File: src/rtl/mult_pkg.sv
// Shared types for the shift-and-add multiplier: FSM state encoding and default width.
package mult_pkg;

    typedef enum logic [1:0] {
        IDLE,
        RUN,
        DONE
    } mult_state_t;

    localparam int DEFAULT_N_BIT = 16;

endpackage

File: src/rtl/carry_ahead_add.sv
// Unsigned N_BIT adder built from per-bit generate/propagate terms with a
// lookahead carry recurrence; purely combinational.
module carry_ahead_add #(
    parameter int N_BIT = 16
) (
    input  logic [N_BIT-1:0] a,
    input  logic [N_BIT-1:0] b,
    input  logic             cin,
    output logic [N_BIT-1:0] s,
    output logic             cout
);

    logic [N_BIT-1:0] g;
    logic [N_BIT-1:0] p;
    logic [N_BIT:0]   c;

    assign g = a & b;
    assign p = a ^ b;

    always_comb begin
        c    = '0;
        c[0] = cin;
        for (int i = 0; i < N_BIT; i++) begin
            c[i+1] = g[i] | (p[i] & c[i]);
        end
    end

    assign s    = p ^ c[N_BIT-1:0];
    assign cout = c[N_BIT];

endmodule

File: src/rtl/shift_add_mult.sv
// Radix-2 sequential unsigned multiplier: one multiplier bit per cycle, with the
// partial product fed through a single carry_ahead_add and shifted right.
module shift_add_mult
    import mult_pkg::*;
#(
    parameter int N_BIT = DEFAULT_N_BIT
) (
    input  logic                 clk,
    input  logic                 rst,
    input  logic                 start,
    input  logic [N_BIT-1:0]     a,
    input  logic [N_BIT-1:0]     b,
    output logic                 ready,
    output logic                 done,
    output logic [2*N_BIT-1:0]   product
);

    localparam int CW = $clog2(N_BIT + 1);

    mult_state_t          state_q, state_d;
    logic [N_BIT-1:0]     mcand_q, mcand_d;
    logic [2*N_BIT:0]     p_q, p_d;
    logic [CW-1:0]        cnt_q, cnt_d;
    logic [2*N_BIT-1:0]   product_q, product_d;

    logic [N_BIT-1:0]     sum;
    logic                 cout;
    logic [N_BIT:0]       hi;

    carry_ahead_add #(.N_BIT(N_BIT)) u_add (
        .a    (p_q[2*N_BIT-1:N_BIT]),
        .b    (mcand_q),
        .cin  (1'b0),
        .s    (sum),
        .cout (cout)
    );

    // Upper half plus carry; p_q[2*N_BIT] is always 0 between shifts.
    assign hi = p_q[0] ? {cout, sum} : p_q[2*N_BIT:N_BIT];

    always_comb begin
        state_d   = state_q;
        mcand_d   = mcand_q;
        p_d       = p_q;
        cnt_d     = cnt_q;
        product_d = product_q;
        case (state_q)
            IDLE: begin
                if (start) begin
                    state_d = RUN;
                    mcand_d = a;
                    p_d     = {1'b0, {N_BIT{1'b0}}, b};
                    cnt_d   = '0;
                end
            end
            RUN: begin
                p_d   = {1'b0, hi, p_q[N_BIT-1:1]};
                cnt_d = cnt_q + CW'(1);
                if (cnt_q == CW'(N_BIT - 1)) begin
                    state_d   = DONE;
                    product_d = p_d[2*N_BIT-1:0];
                end
            end
            DONE: begin
                state_d = IDLE;
            end
            default: begin
                state_d = IDLE;
            end
        endcase
    end

    always_ff @(posedge clk) begin
        if (rst) begin
            state_q   <= IDLE;
            mcand_q   <= '0;
            p_q       <= '0;
            cnt_q     <= '0;
            product_q <= '0;
        end else begin
            state_q   <= state_d;
            mcand_q   <= mcand_d;
            p_q       <= p_d;
            cnt_q     <= cnt_d;
            product_q <= product_d;
        end
    end

    assign ready   = (state_q == IDLE);
    assign done    = (state_q == DONE);
    assign product = product_q;

endmodule

File: config.mk
export PLATFORM = sky130hd
export DESIGN_NAME = shift_add_mult
export DESIGN_NICKNAME = d
export VERILOG_FILES = /design/src/rtl/mult_pkg.sv /design/src/rtl/carry_ahead_add.sv /design/src/rtl/shift_add_mult.sv
export SDC_FILE = /design/constraint.sdc
export NUM_CORES = 1
export LEC_CHECK = 0
export CORE_MARGIN = 5
export CORE_UTILIZATION = 45
export CTS_CLUSTER_SIZE = 16
export DETAILED_ROUTE_END_ITERATION = 8
export MAX_ROUTING_LAYER = met4
export PLACE_DENSITY = 0.79
export RECOVER_POWER = 50
export SLEW_MARGIN = 20
export SYNTH_ARGS = -nofsm -noshare
export SYNTH_HDL_FRONTEND = slang
export SYNTH_SLANG_ARGS = --single-unit
File: constraint.sdc
create_clock -name clk -period 13.11 [get_ports clk]
set_input_delay 2.622 -clock clk [delete_from_list [all_inputs] [get_ports clk]]
set_output_delay 2.622 -clock clk [all_outputs]
set_load 0.01 [all_outputs]
==> impl_metrics.tcl <==
set metrics [dict create \
    status "finished, violations left" \
    violations "max-capacitance violations, max-slew violations" \
    clk_path_buf_depth 2 \
    ioPinCount 69 \
    grt_pass1_wl_mm 14.13 \
    nets 504 \
    core.rowCount 33 \
    yosysSeqAreaShare 0.4555 \
    regToRegSetupSlack_ps 6120 \
    wirelength_mm 8.413 \
    routedWlPerCell_um 15.00 \
    yosysTopAreaCell "dfxtp_1" \
    syn-num-nets 453 \
    path_clk_slew_ps 80 \
    cts_resized 0 \
    drv_cap 2 \
    post-route-period-util 0.5332 \
    path_max_fanout 3 \
    track_usage 0.1775 \
    startpoint "p_q[16]$_SDFFE_PP0P_" \
    cts_tree "built" \
    grt_max_degree 57 \
    dieWidth_um 102.2 \
    instances_no_fill 561 \
    r2r_end "p_q[30]$_SDFFE_PP0P_" \
    endpoint "p_q[30]$_SDFFE_PP0P_" \
    clock_skew_ps 10.79 \
    required_ps 13260 \
    r2r-start "p_q[16]$_SDFFE_PP0P_" \
    drt_iter0_drc 168 \
    critPathArrivalTime_ps 7140 \
    drtPass1Iterations 4 \
    p_leak_uw 0.001756 \
    synth_ff_type "dfxtp_1" \
    insertion_delay_ps 360 \
    cts_sinks 87 \
    rsz0062_at_grt "no" \
    synth_edf_count 0 \
    start_util 0.4630 \
    synth_cell_type_count 37 \
    timing.final.max_slew_violations 71 \
    portBuffers 68 \
    grt_overflow_total 0 \
    postRouteAntennaNets 0 \
    ys_ff_latch 87 \
    cts_hold_buf 0 \
    place.gp.congestion 0.8400 \
    synth_area_leaders "dfxtp_1 (46%), fa_1 (7.9%), nand2_1 (6.1%), a21oi_1 (4.6%), a22o_1 (4.1%)" \
    pwr_density_cell_nw_per_um2 117.6 \
    grt_antenna_before_repair 0 \
    antennaDiodeCount 0 \
    synth_top_area_frac 0.4555 \
    die_area_um2 10440 \
    syn_area_um2 3824 \
    route.detailed.drc 0 \
    reg2regPathDepth 21 \
    syn_inst 400 \
    synthToLayoutAreaGrowth_pct 21.07 \
    grt_pass1_vias 3165 \
    hold_viol_final 0 \
    finalSetupTns_ps 0 \
    peakVddDrop_uv 63.89 \
    critPathKind "reg -> reg" \
    relSlewSlack -0.6950 \
    report.final.setup_viol 0 \
    clock-root-buffer "clkbuf_8" \
    worstMarginPinSlew_ps 2542 \
    vias_per_cell 5.355 \
    fin_crit_ps 6990 \
    post-dp-hpwl_mm 5.715 \
    avgSynthCellArea_um2 9.559 \
    die_y_um 102.2 \
    dp.cells 545 \
    core_region_area_um2 8258 \
    cts_setup_buffers 0 \
    power_uw 544.4 \
    cp-start-kind "flop" \
    synthArstFlopShare 0 \
    drive_gt1_frac 0.08114 \
    endpoint_kind "flop" \
    synth_warnings 0 \
    hold_class "reg -> reg" \
    vias 3004 \
    htreeDepth 3 \
    timing.fmax_ghz 0.1431 \
    cts_buffers 9 \
]
final cells by class:
class	count	area [um2]
inverters	29	108.9
clock buffers	11	131.4
fillers	753	3628
multi-input cells	253	1740
repair buffers	71	693.2
flip-flops and latches	87	1742
clock inverters	5	82.58
well taps	105	131.4
worst max-delay path, stage by stage, from the launching register on:
cell and delay, ps:
dfxtp_1 370, ha_1 160, inv_1 50, fa_1 370, fa_1 390, fa_1 390, fa_1 390, fa_1 410
fa_1 400, fa_1 390, fa_1 390, fa_1 420, fa_1 400, fa_1 390, fa_1 390, fa_1 370
inv_1 80, fa_1 170, fa_1 400, mux2_2 280, a22oi_1 140, nor2_1 50
state kept, by name, summed over array words and instances, names as in the netlist:
| signal | flops |
|---|---|
| cnt_q | 5 |
| mcand_q | 16 |
| p_q | 32 |
| product | 32 |
| state_q | 2 |
cells by family (layout without fill, tap and decap cells):
| family | after synthesis | count (layout) | synth area share |
|---|---|---|---|
| flip-flops | 87 | 87 | 0.4555 |
| buffers and inverters | 60 | 116 | 0.08279 |
| adder cells (fa/ha/maj) | 18 | 18 | 0.08835 |
| AO/OA/AOI/OAI | 107 | 107 | 0.2130 |
| AND/OR/NAND/NOR | 125 | 125 | 0.1515 |
| multiplexers | 3 | 3 | 0.008834 |
cell usage in the layout, fill, tap and decap left out, types with 2 or more instances in the layout:
cell	count
buf_4	2
clkbuf_1	4
clkdlybuf4s50_1	43
a21oi_1	35
ha_1	3
a22oi_1	3
nand2_1	62
a22o_1	18
nand3_1	4
a211oi_1	15
clkinvlp_4	3
a32oi_1	14
a32o_1	14
or2_2	13
fa_1	15
mux2_2	3
clkbuf_8	9
dlygate4sd3_1	24
nand2b_1	2
dfxtp_1	87
inv_1	29
bufinv_16	2
nor2_1	34
per-stage QoR:
stage                     hold WS (ps)  worst slack [ps]    util  instance area (um2)
final                            457.7              6120  0.5606                 4629
after global placement           444.6              6264  0.5383                 4446
after CTS                        458.5              6179  0.5642                 4659
after floorplan                  436.3              6504       -                 3824
after detailed placement         447.3              6205  0.5383                 4446
after global routing             484.3              5829  0.5606                 4629
synthesized netlist by cell type, types with 2 or more instances:
| cell | n |
|---|---|
| a22oi_1 | 3 |
| fa_1 | 15 |
| buf_2 | 10 |
| nand2_1 | 62 |
| nand3_1 | 4 |
| dfxtp_1 | 87 |
| a22o_1 | 18 |
| a211oi_1 | 13 |
| buf_4 | 5 |
| clkbuf_1 | 8 |
| nor2_1 | 34 |
| inv_1 | 29 |
| or2_2 | 13 |
| buf_6 | 8 |
| a32o_1 | 14 |
| ha_1 | 3 |
| mux2_2 | 3 |
| a32oi_1 | 14 |
| a21oi_1 | 35 |
| nor3b_4 | 2 |
| a211oi_2 | 3 |
| nand2b_1 | 2 |
worst min-delay path by stage:
stage | start | depth (start not counted) | slack [ps] | endpoint
finish | mcand_q[5]$_SDFFE_PP0P_ | 2 | 460 | mcand_q[5]$_SDFFE_PP0P_
global route | mcand_q[1]$_SDFFE_PP0P_ | 2 | 480 | mcand_q[1]$_SDFFE_PP0P_
CTS | mcand_q[3]$_SDFFE_PP0P_ | 2 | 460 | mcand_q[3]$_SDFFE_PP0P_
detailed placement | mcand_q[3]$_SDFFE_PP0P_ | 2 | 450 | mcand_q[3]$_SDFFE_PP0P_
global placement | mcand_q[12]$_SDFFE_PP0P_ | 2 | 440 | mcand_q[12]$_SDFFE_PP0P_
floorplan | mcand_q[10]$_SDFFE_PP0P_ | 2 | 440 | mcand_q[10]$_SDFFE_PP0P_
layer usage:
layer | part of all wire | track usage | vias to the layer above
met3 | 0.064 | 0.03754 | 11
met2 | 0.49 | 0.3073 | 94
met1 | 0.43 | 0.1959 | 1424
li1 | - | - | 1475
met4 | 0.015 | 0.07871 | 0
met5 | 0 | - | -
report_power, final:
group          leakage [uW]  internal [uW]  switching, uW  total (uW)
registers          0.000708            274           9.87         284
logic              0.000952           27.2           33.3        60.5
clock network     0.0000958            107           92.8         200
Note: power is estimated with default switching activity, not from simulation.
